File: src/rtl/lcd_power_sequencer_if.sv
// ----------------------------------------------------------------------------
// lcd_power_sequencer_if
//
// Purpose: bundles the board-control inputs and the panel power outputs of the
// LCD power sequencer into a single port.
//
// Signals:
//   enable        board -> seq : level request for panel on
//   fault         board -> seq : level, emergency shutdown while high
//   frame_start   board -> seq : one-cycle pulse at start of frame
//   panel_vdd_en  seq -> board : panel logic supply enable
//   lvds_en       seq -> board : serializer / clock-pair enable
//   blank         seq -> board : force black data, DE low
//   backlight_en  seq -> board : backlight enable
//   ready         seq -> board : high only while the panel is running
//   err           seq -> board : sticky frame-sync timeout flag
//   state         seq -> board : current state encoding (debug)
//
// Modports:
//   master : board-control side (drives requests, observes outputs)
//   slave  : sequencer side
// ----------------------------------------------------------------------------
interface lcd_power_sequencer_if;
   logic       enable;
   logic       fault;
   logic       frame_start;
   logic       panel_vdd_en;
   logic       lvds_en;
   logic       blank;
   logic       backlight_en;
   logic       ready;
   logic       err;
   logic [2:0] state;

   modport master (
      output enable, fault, frame_start,
      input  panel_vdd_en, lvds_en, blank, backlight_en, ready, err, state
   );

   modport slave (
      input  enable, fault, frame_start,
      output panel_vdd_en, lvds_en, blank, backlight_en, ready, err, state
   );
endinterface

File: src/rtl/lcd_power_sequencer.sv
// ----------------------------------------------------------------------------
// lcd_power_sequencer
//
// Purpose: sequences LVDS LCD panel power-up / power-down. Raises panel VDD,
// then the LVDS serializer, waits for a frame boundary, then unblanks and turns
// the backlight on. Power-down runs the reverse order and ends with a
// mandatory VDD-off cool-down before the panel may be re-powered.
//
// Ports:
//   clk    : system clock (same as the bit clock domain)
//   rst_n  : asynchronous active-low reset
//   bus    : lcd_power_sequencer_if.slave (enable/fault/frame_start in,
//            panel_vdd_en/lvds_en/blank/backlight_en/ready/err/state out)
//
// Parameters: T_VDD, T_LVDS, T_BL, T_LOFF, T_COOL, SYNC_TO are durations in
// clk cycles (each >= 1 and < 2^CW).
// ----------------------------------------------------------------------------
module lcd_power_sequencer #(
   parameter int T_VDD   = 2048,
   parameter int T_LVDS  = 4096,
   parameter int T_BL    = 2048,
   parameter int T_LOFF  = 2048,
   parameter int T_COOL  = 8192,
   parameter int SYNC_TO = 65536,
   parameter int CW      = 17
) (
   input  logic                 clk,
   input  logic                 rst_n,
   lcd_power_sequencer_if.slave bus
);

   typedef enum logic [2:0] {
      S_OFF       = 3'd0,
      S_PWR_UP    = 3'd1,
      S_LVDS_UP   = 3'd2,
      S_SYNC      = 3'd3,
      S_RUN       = 3'd4,
      S_BL_DOWN   = 3'd5,
      S_LVDS_DOWN = 3'd6,
      S_COOL      = 3'd7
   } state_t;

   // Counter load values: a state of duration P starts at P-1 and exits when
   // the counter reads zero, giving exactly P cycles of residence.
   localparam logic [CW-1:0] LD_VDD  = CW'(T_VDD - 1);
   localparam logic [CW-1:0] LD_LVDS = CW'(T_LVDS - 1);
   localparam logic [CW-1:0] LD_SYNC = CW'(SYNC_TO - 1);
   localparam logic [CW-1:0] LD_BL   = CW'(T_BL - 1);
   localparam logic [CW-1:0] LD_LOFF = CW'(T_LOFF - 1);
   localparam logic [CW-1:0] LD_COOL = CW'(T_COOL - 1);

   state_t        state_reg, state_next;
   logic [CW-1:0] cnt_reg, cnt_next;
   logic          err_reg, err_next;
   logic          vdd_reg, vdd_next;
   logic          lvds_reg, lvds_next;
   logic          blank_reg, blank_next;
   logic          bl_reg, bl_next;
   logic          ready_reg, ready_next;
   logic          cnt_zero;

   assign cnt_zero = (cnt_reg == '0);

   // ------------------------------------------------------------------
   // State register (state, delay counter, sticky error, outputs)
   // ------------------------------------------------------------------
   always_ff @(posedge clk or negedge rst_n) begin
      if (!rst_n) begin
         state_reg <= S_OFF;
         cnt_reg   <= '0;
         err_reg   <= 1'b0;
         vdd_reg   <= 1'b0;
         lvds_reg  <= 1'b0;
         blank_reg <= 1'b1;
         bl_reg    <= 1'b0;
         ready_reg <= 1'b0;
      end else begin
         state_reg <= state_next;
         cnt_reg   <= cnt_next;
         err_reg   <= err_next;
         vdd_reg   <= vdd_next;
         lvds_reg  <= lvds_next;
         blank_reg <= blank_next;
         bl_reg    <= bl_next;
         ready_reg <= ready_next;
      end
   end

   // ------------------------------------------------------------------
   // Next-state logic, including counter reload and the sticky error
   // ------------------------------------------------------------------
   always_comb begin
      state_next = state_reg;
      err_next   = err_reg;

      // Fault overrides everything except the states that already have VDD off.
      if (bus.fault && (state_reg != S_OFF) && (state_reg != S_COOL)) begin
         state_next = S_COOL;
      end else begin
         case (state_reg)
            S_OFF: begin
               if (bus.enable && !bus.fault) begin
                  state_next = S_PWR_UP;
                  err_next   = 1'b0;
               end
            end
            S_PWR_UP: begin
               if (!bus.enable)   state_next = S_LVDS_DOWN;
               else if (cnt_zero) state_next = S_LVDS_UP;
            end
            S_LVDS_UP: begin
               if (!bus.enable)   state_next = S_LVDS_DOWN;
               else if (cnt_zero) state_next = S_SYNC;
            end
            S_SYNC: begin
               // A frame_start coinciding with the timeout still counts as sync.
               if (!bus.enable) begin
                  state_next = S_LVDS_DOWN;
               end else if (bus.frame_start) begin
                  state_next = S_RUN;
               end else if (cnt_zero) begin
                  state_next = S_LVDS_DOWN;
                  err_next   = 1'b1;
               end
            end
            S_RUN: begin
               if (!bus.enable) state_next = S_BL_DOWN;
            end
            // The power-down leg ignores enable so it always runs to completion.
            S_BL_DOWN:   if (cnt_zero) state_next = S_LVDS_DOWN;
            S_LVDS_DOWN: if (cnt_zero) state_next = S_COOL;
            S_COOL:      if (cnt_zero) state_next = S_OFF;
            default:     state_next = S_OFF;
         endcase
      end

      // Reload on every state change; otherwise count down and hold at zero.
      cnt_next = cnt_reg;
      if (state_next != state_reg) begin
         case (state_next)
            S_PWR_UP:    cnt_next = LD_VDD;
            S_LVDS_UP:   cnt_next = LD_LVDS;
            S_SYNC:      cnt_next = LD_SYNC;
            S_BL_DOWN:   cnt_next = LD_BL;
            S_LVDS_DOWN: cnt_next = LD_LOFF;
            S_COOL:      cnt_next = LD_COOL;
            default:     cnt_next = '0;
         endcase
      end else if (!cnt_zero) begin
         cnt_next = cnt_reg - CW'(1);
      end
   end

   // ------------------------------------------------------------------
   // Output decode from the next state, so outputs move on the same edge
   // as the state register.
   // ------------------------------------------------------------------
   always_comb begin
      vdd_next   = 1'b0;
      lvds_next  = 1'b0;
      blank_next = 1'b1;
      bl_next    = 1'b0;
      ready_next = 1'b0;
      case (state_next)
         S_PWR_UP: begin
            vdd_next = 1'b1;
         end
         S_LVDS_UP, S_SYNC, S_BL_DOWN: begin
            vdd_next  = 1'b1;
            lvds_next = 1'b1;
         end
         S_RUN: begin
            vdd_next   = 1'b1;
            lvds_next  = 1'b1;
            blank_next = 1'b0;
            bl_next    = 1'b1;
            ready_next = 1'b1;
         end
         S_LVDS_DOWN: begin
            vdd_next = 1'b1;
         end
         default: begin
            vdd_next = 1'b0;
         end
      endcase
   end

   assign bus.state        = state_reg;
   assign bus.panel_vdd_en = vdd_reg;
   assign bus.lvds_en      = lvds_reg;
   assign bus.blank        = blank_reg;
   assign bus.backlight_en = bl_reg;
   assign bus.ready        = ready_reg;
   assign bus.err          = err_reg;

endmodule
File: src/flat_wrapper.sv
// flat-port wrapper written by rule: the top's interface ports become plain ports
module lcd_power_sequencer_flat 
#(
   parameter int T_VDD   = 2048,
   parameter int T_LVDS  = 4096,
   parameter int T_BL    = 2048,
   parameter int T_LOFF  = 2048,
   parameter int T_COOL  = 8192,
   parameter int SYNC_TO = 65536,
   parameter int CW      = 17
)
  (clk, rst_n, bus_enable, bus_fault, bus_frame_start, bus_panel_vdd_en, bus_lvds_en, bus_blank, bus_backlight_en, bus_ready, bus_err, bus_state);
  lcd_power_sequencer_if bus_i ();
  input  logic clk;
  input  logic rst_n;
  input wire logic [$bits(bus_i.enable)-1:0] bus_enable;
  input wire logic [$bits(bus_i.fault)-1:0] bus_fault;
  input wire logic [$bits(bus_i.frame_start)-1:0] bus_frame_start;
  output wire logic [$bits(bus_i.panel_vdd_en)-1:0] bus_panel_vdd_en;
  output wire logic [$bits(bus_i.lvds_en)-1:0] bus_lvds_en;
  output wire logic [$bits(bus_i.blank)-1:0] bus_blank;
  output wire logic [$bits(bus_i.backlight_en)-1:0] bus_backlight_en;
  output wire logic [$bits(bus_i.ready)-1:0] bus_ready;
  output wire logic [$bits(bus_i.err)-1:0] bus_err;
  output wire logic [$bits(bus_i.state)-1:0] bus_state;
  assign bus_i.enable = bus_enable;
  assign bus_i.fault = bus_fault;
  assign bus_i.frame_start = bus_frame_start;
  assign bus_panel_vdd_en = bus_i.panel_vdd_en;
  assign bus_lvds_en = bus_i.lvds_en;
  assign bus_blank = bus_i.blank;
  assign bus_backlight_en = bus_i.backlight_en;
  assign bus_ready = bus_i.ready;
  assign bus_err = bus_i.err;
  assign bus_state = bus_i.state;
  lcd_power_sequencer #(.T_VDD(T_VDD), .T_LVDS(T_LVDS), .T_BL(T_BL), .T_LOFF(T_LOFF), .T_COOL(T_COOL), .SYNC_TO(SYNC_TO), .CW(CW)) u_core (.clk(clk), .rst_n(rst_n), .bus(bus_i));
endmodule
File: config.mk
export PLATFORM = sky130hd
export DESIGN_NAME = lcd_power_sequencer_flat
export DESIGN_NICKNAME = d
export VERILOG_FILES = /design/src/rtl/lcd_power_sequencer_if.sv /design/src/rtl/lcd_power_sequencer.sv /design/src/flat_wrapper.sv
export SDC_FILE = /design/constraint.sdc
export NUM_CORES = 1
export LEC_CHECK = 0
export CORE_MARGIN = 2
export CORE_UTILIZATION = 37
export DETAILED_ROUTE_END_ITERATION = 8
export MAX_ROUTING_LAYER = met4
export PLACE_DENSITY_LB_ADDON = 0.08
export SLEW_MARGIN = 20
export SYNTH_ARGS = -nofsm -noshare
export SYNTH_HDL_FRONTEND = slang
export SYNTH_SLANG_ARGS = --single-unit
File: constraint.sdc
create_clock -name clk -period 2.7 [get_ports clk]
set_clock_uncertainty 0.2 [all_clocks]
set_input_delay 0.27 -clock clk [delete_from_list [all_inputs] [get_ports clk]]
set_output_delay 0.27 -clock clk [all_outputs]
set_load 0.1 [all_outputs]
# Yosys cells after proc, flatten, opt, wreduce, memory -nomap -nowiden
# Index checks and enable logic that the tools add are counted.
[op_classes]
eq_ne = 21
bitwise_logic = 1
n_addsub = 1
mux = 25
n_reduce_logical = 12
[op_table]
columns = ["op", "count"]
rows = [
  ["16-bit one-hot mux with 4 select lines", 1],
  ["3-bit two-way mux", 12],
  ["17-bit two-way mux", 2],
  ["3-bit equality test, second input constant", 8],
  ["3-bit one-hot mux with 8 select lines", 1],
  ["17-bit logical NOT", 1],
  ["17-bit by 1-bit subtractor with 17-bit output, second input constant", 1],
  ["3-bit by 2-bit equality test with 1-bit output, second input constant", 4],
  ["1-bit two-way mux", 8],
  ["3-bit by 1-bit equality test with 1-bit output, second input constant", 2],
  ["2-bit != test, second input constant", 3],
  ["6-bit AND reduction", 1],
  ["6-bit OR reduction", 1],
  ["2-bit by 1-bit != test with 1-bit output, second input constant", 2],
  ["4-bit OR reduction", 1],
  ["1-bit logical AND", 3],
  ["3-bit logical NOT", 1],
  ["3-bit != test", 1],
  ["3-bit != test, second input constant", 1],
  ["3-bit nonzero test", 1],
  ["3-bit OR reduction", 1],
  ["1-bit one-hot mux with 2 select lines", 1],
  ["2-bit nonzero test", 1],
  ["1-bit logical NOT", 1],
  ["1-bit NOT", 1],
]
[word_totals]
inputBits = 5
ff_bits = 25
elab_cells = 67

# Logic depth before layout (Yosys ltp)
# Gate-level depths: netlist (run 1).
[depth]
word_depth = 10
mapped_depth = 9
ltp_nobuf = 8

# Worst setup path before layout (run 1)
# No wires, ideal clock.
[synth_timing]
path_kind = "register to register"
startpoint = "register u_core.state_reg[1], in the netlist u_core.bus.state[1]"
endpoint = "register u_core.cnt_reg[10]"
stages_incl_launch_ff = 9
required_time_ps = 2362
n_path_buf = 2
arrival_time_ps = 2340
setup_slack_ps = 22
setup_time_ps = 138
path_cell_list = "dfrtp_1 -> clkbuf_1 -> nand2b_1 -> nor2_1 -> a211o_1 -> mux2i_2 -> or2_1 -> buf_2 -> a31oi_1"
[synth_via]
elab_chain_cells = 9
[synth_lines]
columns = ["item", "line_no", "text"]
rows = [
  ["from (decl)", "lcd_power_sequencer.sv:52", "state_t state_reg, state_next;"],
  ["from (signal assigned)", "lcd_power_sequencer.sv:78", "state_reg <= state_next;"],
  ["3-bit two-way mux", "lcd_power_sequencer.sv:121, lcd_power_sequencer.sv:130", ""],
  ["3-bit two-way mux", "lcd_power_sequencer.sv:119", "end else if (bus.frame_start) begin"],
  ["3-bit two-way mux", "lcd_power_sequencer.sv:117", "if (!bus.enable) begin"],
  ["3-bit one-hot mux with 8 select lines", "lcd_power_sequencer.sv:100", "case (state_reg)"],
  ["3-bit two-way mux", "lcd_power_sequencer.sv:97", "if (bus.fault && (state_reg != S_OFF) && (state_reg != S_COOL)) begin"],
  ["3-bit by 1-bit equality test with 1-bit output / 3-bit equality test (equally long branches)", "lcd_power_sequencer.sv:140", "case (state_next)"],
  ["3-bit OR reduction (no source line)", "n/a", ""],
  ["16-bit one-hot mux with 4 select lines", "lcd_power_sequencer.sv:140", ""],
  ["17-bit two-way mux", "lcd_power_sequencer.sv:139", "if (state_next != state_reg) begin"],
  ["to (signal assigned)", "lcd_power_sequencer.sv:79", "cnt_reg <= cnt_next;"],
  ["to (decl)", "lcd_power_sequencer.sv:53", "logic [CW-1:0] cnt_reg, cnt_next;"],
]
# Several ways; a longest one is shown, not always the timed one.
# A chain may end at the register's enable or synchronous reset.

# Worst setup path in the final report (run 1)
[layout_timing]
startpoint = "register u_core.cnt_reg[7]"
endpoint = "register u_core.cnt_reg[14]"
[layout_via]
elab_chain_cells = 10
[layout_lines]
columns = ["item", "line_no", "text"]
rows = [
  ["17-bit logical NOT", "lcd_power_sequencer.sv:62", "assign cnt_zero = (cnt_reg == '0);"],
  ["3-bit two-way mux", "lcd_power_sequencer.sv:121, lcd_power_sequencer.sv:130", ""],
  ["3-bit two-way mux", "lcd_power_sequencer.sv:119", ""],
  ["3-bit two-way mux", "lcd_power_sequencer.sv:117", ""],
  ["3-bit one-hot mux with 8 select lines", "lcd_power_sequencer.sv:100", ""],
  ["3-bit two-way mux", "lcd_power_sequencer.sv:97", ""],
  ["3-bit by 1-bit equality test with 1-bit output / 3-bit equality test (equally long branches)", "lcd_power_sequencer.sv:140", ""],
  ["3-bit OR reduction (no source line)", "n/a", ""],
  ["16-bit one-hot mux with 4 select lines", "lcd_power_sequencer.sv:140", ""],
  ["17-bit two-way mux", "lcd_power_sequencer.sv:139", ""],
]
# Several ways; a longest one is shown, not always the timed one. The select of a mux whose other input is x is not followed.

==> results.yml, run 1 <==
route:
  vias: 1601
  vias_per_cell: 5.76
  wirelength_um: 4320
  drt_iter0_drc: 93
  firstDrtPassIters: 4
  drc: 0
  wire_per_inst_um: 15.6
  ant_nets: 0
setup_path:
  worst_r2r_path_depth: 6
  critPathLaunchType: "register"
  r2r-start: "u_core.cnt_reg[7]"
  max_stage_delay_ns: 0.58
  crit_type: "reg -> reg"
  crit_chain: "or4_4, or4_4, or3_1, a21oi_1, o211ai_1, a21oi_2"
  critPathLaunch: "u_core.cnt_reg[7]"
  cp_max_fo: 6
  endpoint_kind: "register"
  cp_common_cell: "or4_4"
  cp.required_ns: 2.70
  crit_arrival_ns: 2.59
  r2r_end: "u_core.cnt_reg[14]"
  ff2ff_setup_slack_ns: 0.12
  critPathSlowestCell: "or4_4"
clock_network:
  cts_buffer_depth: 2
  cts_hold_buf: 0
  ctsResizeCount: 0
  cts-htree-levels: 1
  clkSinkCount: 25
  root_buffer: "clkbuf_8"
  cts_buffers: 3
  clk-insertion-delay-late_ns: 0.27
  path_clk_slew_ns: 0.10
  cts_tree: "done"
  postCtsSetupBuffers: 0
power_and_ir_drop:
  ir_drop_uv: 289
  power_density_nw_per_um2: 582
  power_w: 0.00120
  p_leak_nw: 0.848
floorplan:
  rows: 24
  die_y_um: 72.1
  ios: 14
  core_um2: 4410
  dieArea_um2: 5190
  dieWidth_um: 72.1
  start_util_pct: 38.8
sta:
  finalMaxSlewViolations: 0
  setup_violations: 0
  setup_tns_ns: 0
  fin_crit_sh_pct: 95.7
  relSlewSlack_pct: 65.9
  rsz0062_at_grt: "false"
  post-route-min-period_ns: 2.58
  worst_pin_slew_ns: 0.507
  fmax_ghz: 0.387
  final_hold_viol_count: 0
grt:
  grt_pass1_wl_um: 7050
  overflow: 0
  track_usage_pct: 17.7
  grt_pass1_vias: 1446
  antenna_found_initial: 0
  grt_max_degree: 26
yosys:
  ys_top_cells_by_area: "dfrtp_1 35%, nand2_1 4.8%, xor2_1 4.6%"
  yosysTopAreaCellShare_pct: 35.0
  syn_area_per_cell_um2: 8.61
  synth_edf_count: 0
  synth_nets: 206
  synth_area_leader_cell: "dfrtp_1"
  syn_area_um2: 1710
  synth_seq_cells: 25
  synth_ff_type: "dfrtp_1"
  yosysUniqueCellTypes: 51
  async_reset_ff_share_pct: 100
  ys_warn_count: 0
  synth_cells: 199
  ys_seq_area_share_pct: 36.6
min_path:
  hold_class: "in -> async"
placement:
  gp_congestion: 0.820
  port_buffers: 13
  hpwl_um: 3140
finish:
  areaGrowthSynthToFinish_pct: 20.7
  regArea_um2: 627
  num_antenna_cells: 0
  drive_gt1_share_pct: 23.0
  final_cell_mix: "30 x buf_4, 24 x dfrtp_1, 22 x nand2_1"
  final_common_cell: "buf_4"
  largest_reg_flops: 17
  fill_cells: 419
  multi_input_area_um2: 1010
  final_nets: 234
job:
  max_cap_violations: 0
run_status:
  status: "completed"
==> report_power, final <==
| group | leakage [nW] | total [W] | switching, W | internal [W] |
|---|---|---|---|---|
| combinational | 0.548 | 0.000456 | 0.000260 | 0.000196 |
| sequential | 0.279 | 0.000517 | 0.0000751 | 0.000442 |
| clock | 0.0217 | 0.000231 | 0.000127 | 0.000105 |
| total | 0.848 | 0.00120 | 0.000462 | 0.000743 |
==> per-layer routing <==
metal  routed length [µm]  part of all wire, %  vias up  GRT usage [%]
met5                    0                    0        -              -
met4                   12                 0.28        0           3.14
met3                  241                  5.6        2           2.92
met2                 1910                   44       48           24.7
met1                 2160                   50      762           27.1
li1                     -                    -      789              -
==> worst max-delay path by stage <==
stage	slack, ns	depth (start not counted)	endpoint
final	0.12	6	u_core.cnt_reg[14]
after global routing	0.02	6	u_core.cnt_reg[14]
after global placement	0.16	8	u_core.cnt_reg[13]
after detailed placement	0.14	6	u_core.cnt_reg[14]
after floorplan	0.02	8	u_core.cnt_reg[10]
after CTS	0.12	6	u_core.cnt_reg[14]
==> through the flow <==
step                      utilization [%]  hold slack (ns)  setup WS [ns]  cell area, µm²  std cells
after floorplan                         -           -0.226         0.0220            1710        199
after global placement               45.6            0.324          0.159            2010        274
after detailed placement             45.6            0.331          0.144            2010        274
after CTS                            46.7            0.164          0.120            2060        278
after global routing                 46.9            0.181         0.0217            2070        278
final                                46.9            0.156          0.117            2070        278
==> Yosys cell counts, types with 4 or more instances <==
cell      number
a211oi_1       4
xor2_1         9
nand2_1       22
o21ai_0        6
clkbuf_1       9
nor4_1         4
or3_1          6
a31oi_1       12
or2_2          5
nor2_1         9
xnor2_1        7
a21oi_1       11
nand2b_1       7
dfrtp_1       24
inv_1          7
nor3_1         6
o211ai_1       4
==> kinds of logic (layout without fill, tap and decap cells) <==
kind of cell	Yosys count	in the layout	share of synthesized area, %
flops	25	25	36.6
buf+inv	20	47	4.74
mux	3	3	1.97
compound gates	56	56	22.4
fa+ha+maj	2	2	1.46
xor+xnor	16	16	8.18
simple gates	77	77	24.7
==> worst max-delay path, delay by kind of cell, from the launching register on <==
| kind | cells | cell delay [ns] |
|---|---|---|
| AND/OR/NAND/NOR | 3 | 1.45 |
| AO/OA/AOI/OAI | 3 | 0.42 |
| flip-flops | 1 | 0.44 |
==> layout make-up <==
| type | count | share of cell area [%] |
|---|---|---|
| clock buffer | 3 | 2.00 |
| clock inverter | 1 | 0.363 |
| inverter | 8 | 1.45 |
| multi-input combinational | 154 | 49.0 |
| sequential | 25 | 30.3 |
| tap | 52 | 3.14 |
| timing repair buffer | 35 | 13.8 |
(Power assumes the default switching activity.)
==> run 2, diff against run 1 <==
--- a/config.mk
+++ b/config.mk
@@ -5,11 +5,13 @@
 export SDC_FILE = /design/constraint.sdc
 export NUM_CORES = 1
 export LEC_CHECK = 0
+export CAP_MARGIN = 20
 export CORE_MARGIN = 2
 export CORE_UTILIZATION = 37
 export DETAILED_ROUTE_END_ITERATION = 8
 export MAX_ROUTING_LAYER = met4
 export PLACE_DENSITY_LB_ADDON = 0.08
+export SETUP_SLACK_MARGIN = 0.4
 export SLEW_MARGIN = 20
 export SYNTH_ARGS = -nofsm -noshare
 export SYNTH_HDL_FRONTEND = slang
==> run 2 against run 1 <==
Register-to-register slack better by 0.12 ns. Die area unchanged. Largest cell class unchanged. Highest routed layer unchanged. Count of clock-buffer cells in the layout unchanged.
==> results.yml, run 2 (same netlist as run 1, synthesis figures left out) <==
floorplan:
  ios: 14
  start_util_pct: 38.8
  core_um2: 4410
  dieWidth_um: 72.1
  die_y_um: 72.1
  rows: 24
  dieArea_um2: 5190
power_and_ir_drop:
  p_leak_nw: 0.944
  ir_drop_uv: 393
  power_density_nw_per_um2: 555
sta:
  fin_crit_sh_pct: 91.4
  post-route-min-period_ns: 2.47
  rsz0062_at_grt: "true"
  final_hold_viol_count: 0
  relSlewSlack_pct: 77.8
  fmax_ghz: 0.405
  setup_tns_ns: 0
  worst_pin_slew_ns: 0.333
  finalMaxSlewViolations: 0
  setup_violations: 0
route:
  wirelength_um: 4740
  firstDrtPassIters: 4
  wire_per_inst_um: 16.2
  vias: 1701
  ant_nets: 0
  vias_per_cell: 5.81
  drt_iter0_drc: 76
  drc: 0
finish:
  num_antenna_cells: 0
  final_nets: 249
  drive_gt1_share_pct: 34.9
  final_core_util_pct: 51.3
  largest_reg_flops: 17
  areaGrowthSynthToFinish_pct: 32.2
  final_cell_mix: "44 x buf_4, 22 x nand2_1, 21 x dfrtp_1"
  multi_input_area_um2: 1090
  fin_area_um2: 2270
  regArea_um2: 638
  final_common_cell: "buf_4"
  fill_cells: 409
placement:
  gp_congestion: 0.799
  hpwl_um: 3170
  place_area_um2: 1990
  port_buffers: 13
setup_path:
  crit_type: "reg -> reg"
  endpoint_kind: "register"
  max_stage_delay_ns: 0.55
  critPathSlowestCell: "or4_4"
  crit_chain: "or4_4, or4_4, or3_4, a21oi_2, o211ai_1, a21oi_2"
  crit_arrival_ns: 2.48
  cp.required_ns: 2.71
  critPathLaunchType: "register"
  worst_r2r_path_depth: 6
  cp_max_fo: 3
grt:
  antenna_found_initial: 0
  track_usage_pct: 20.0
  grt_pass1_vias: 1607
  grt.met3_usage_pct: 3.47
  grt_pass1_wl_um: 7930
  grtUsageMet1_pct: 28.5
  overflow: 0
  use_met2_pct: 30.7
  grt_max_degree: 26
  grt.busiest_layer: "met2"
clock_network:
  path_clk_slew_ns: 0.09
  cts_tree: "done"
  cts-htree-levels: 1
  root_buffer: "clkbuf_8"
  clkSinkCount: 25
  clk-insertion-delay-late_ns: 0.27
  cts_buffers: 3
  cts_hold_buf: 0
  cts_buffer_depth: 2
job:
  max_cap_violations: 0
min_path:
  hold_class: "in -> async"
run_status:
  status: "completed"
## run 2: worst max-delay path, delay by kind of cell (launching register included)
| kind | cells | cell delay [ns] |
|---|---|---|
| AND/OR/NAND/NOR | 3 | 1.41 |
| flip-flops | 1 | 0.40 |
| AO/OA/AOI/OAI | 3 | 0.39 |
## run 2: power breakdown
group | switching, W | internal, W
sequential | 0.0000828 | 0.000444
combinational | 0.000282 | 0.000225
clock | 0.000120 | 0.000103
## run 2: per-layer routing
layer  share of wire, %  up-vias  wire length, µm
met1                 47      843             2210
li1                   -      813                -
met3                4.7        3              223
met5                  0        -                0
met4               0.30        0               14
met2                 48       42             2290
## run 2: final timing paths
kind	end	from	slack (ns)
max in group asynchronous	u_core.bus.blank	rst_n	1.84
min in group clk	u_core.bus.err	u_core.bus.err	0.36
worst max-delay path	u_core.cnt_reg[14]	u_core.cnt_reg[9]	0.23
worst max register to register	u_core.cnt_reg[14]	u_core.cnt_reg[9]	0.23
worst min register to register	u_core.bus.err	u_core.bus.err	0.36
worst min-delay path	u_core.cnt_reg[15]	rst_n	0.16
## run 2: final cells by class
cell class                 count  share of cell area (%)
inverter                       8                    1.33
tap                           52                    2.87
multi-input combinational    154                    48.3
clock buffer                   3                    1.82
sequential                    25                    28.2
timing repair buffer          50                    17.3
clock inverter                 1                   0.221
## run 2: stage by stage
step | hold slack [ns] | instances | worst slack (ns) | power [W]
final | 0.158 | 293 | 0.232 | 0.00126
after global routing | 0.173 | 293 | 0.170 | 0.00135
after CTS | 0.173 | 281 | 0.213 | 0.00126
after detailed placement | 0.346 | 270 | 0.0511 | 0.000972
after global placement | 0.329 | 270 | 0.102 | 0.000964
after floorplan | -0.226 | 199 | 0.347 | 0.000840
## run 2: what timing repair did
action                     4_1_cts  5_1_grt
setup buffers                    7       12
setup endpoints to repair       20       20
pin swaps                        4        5
gates resized for setup         13        6
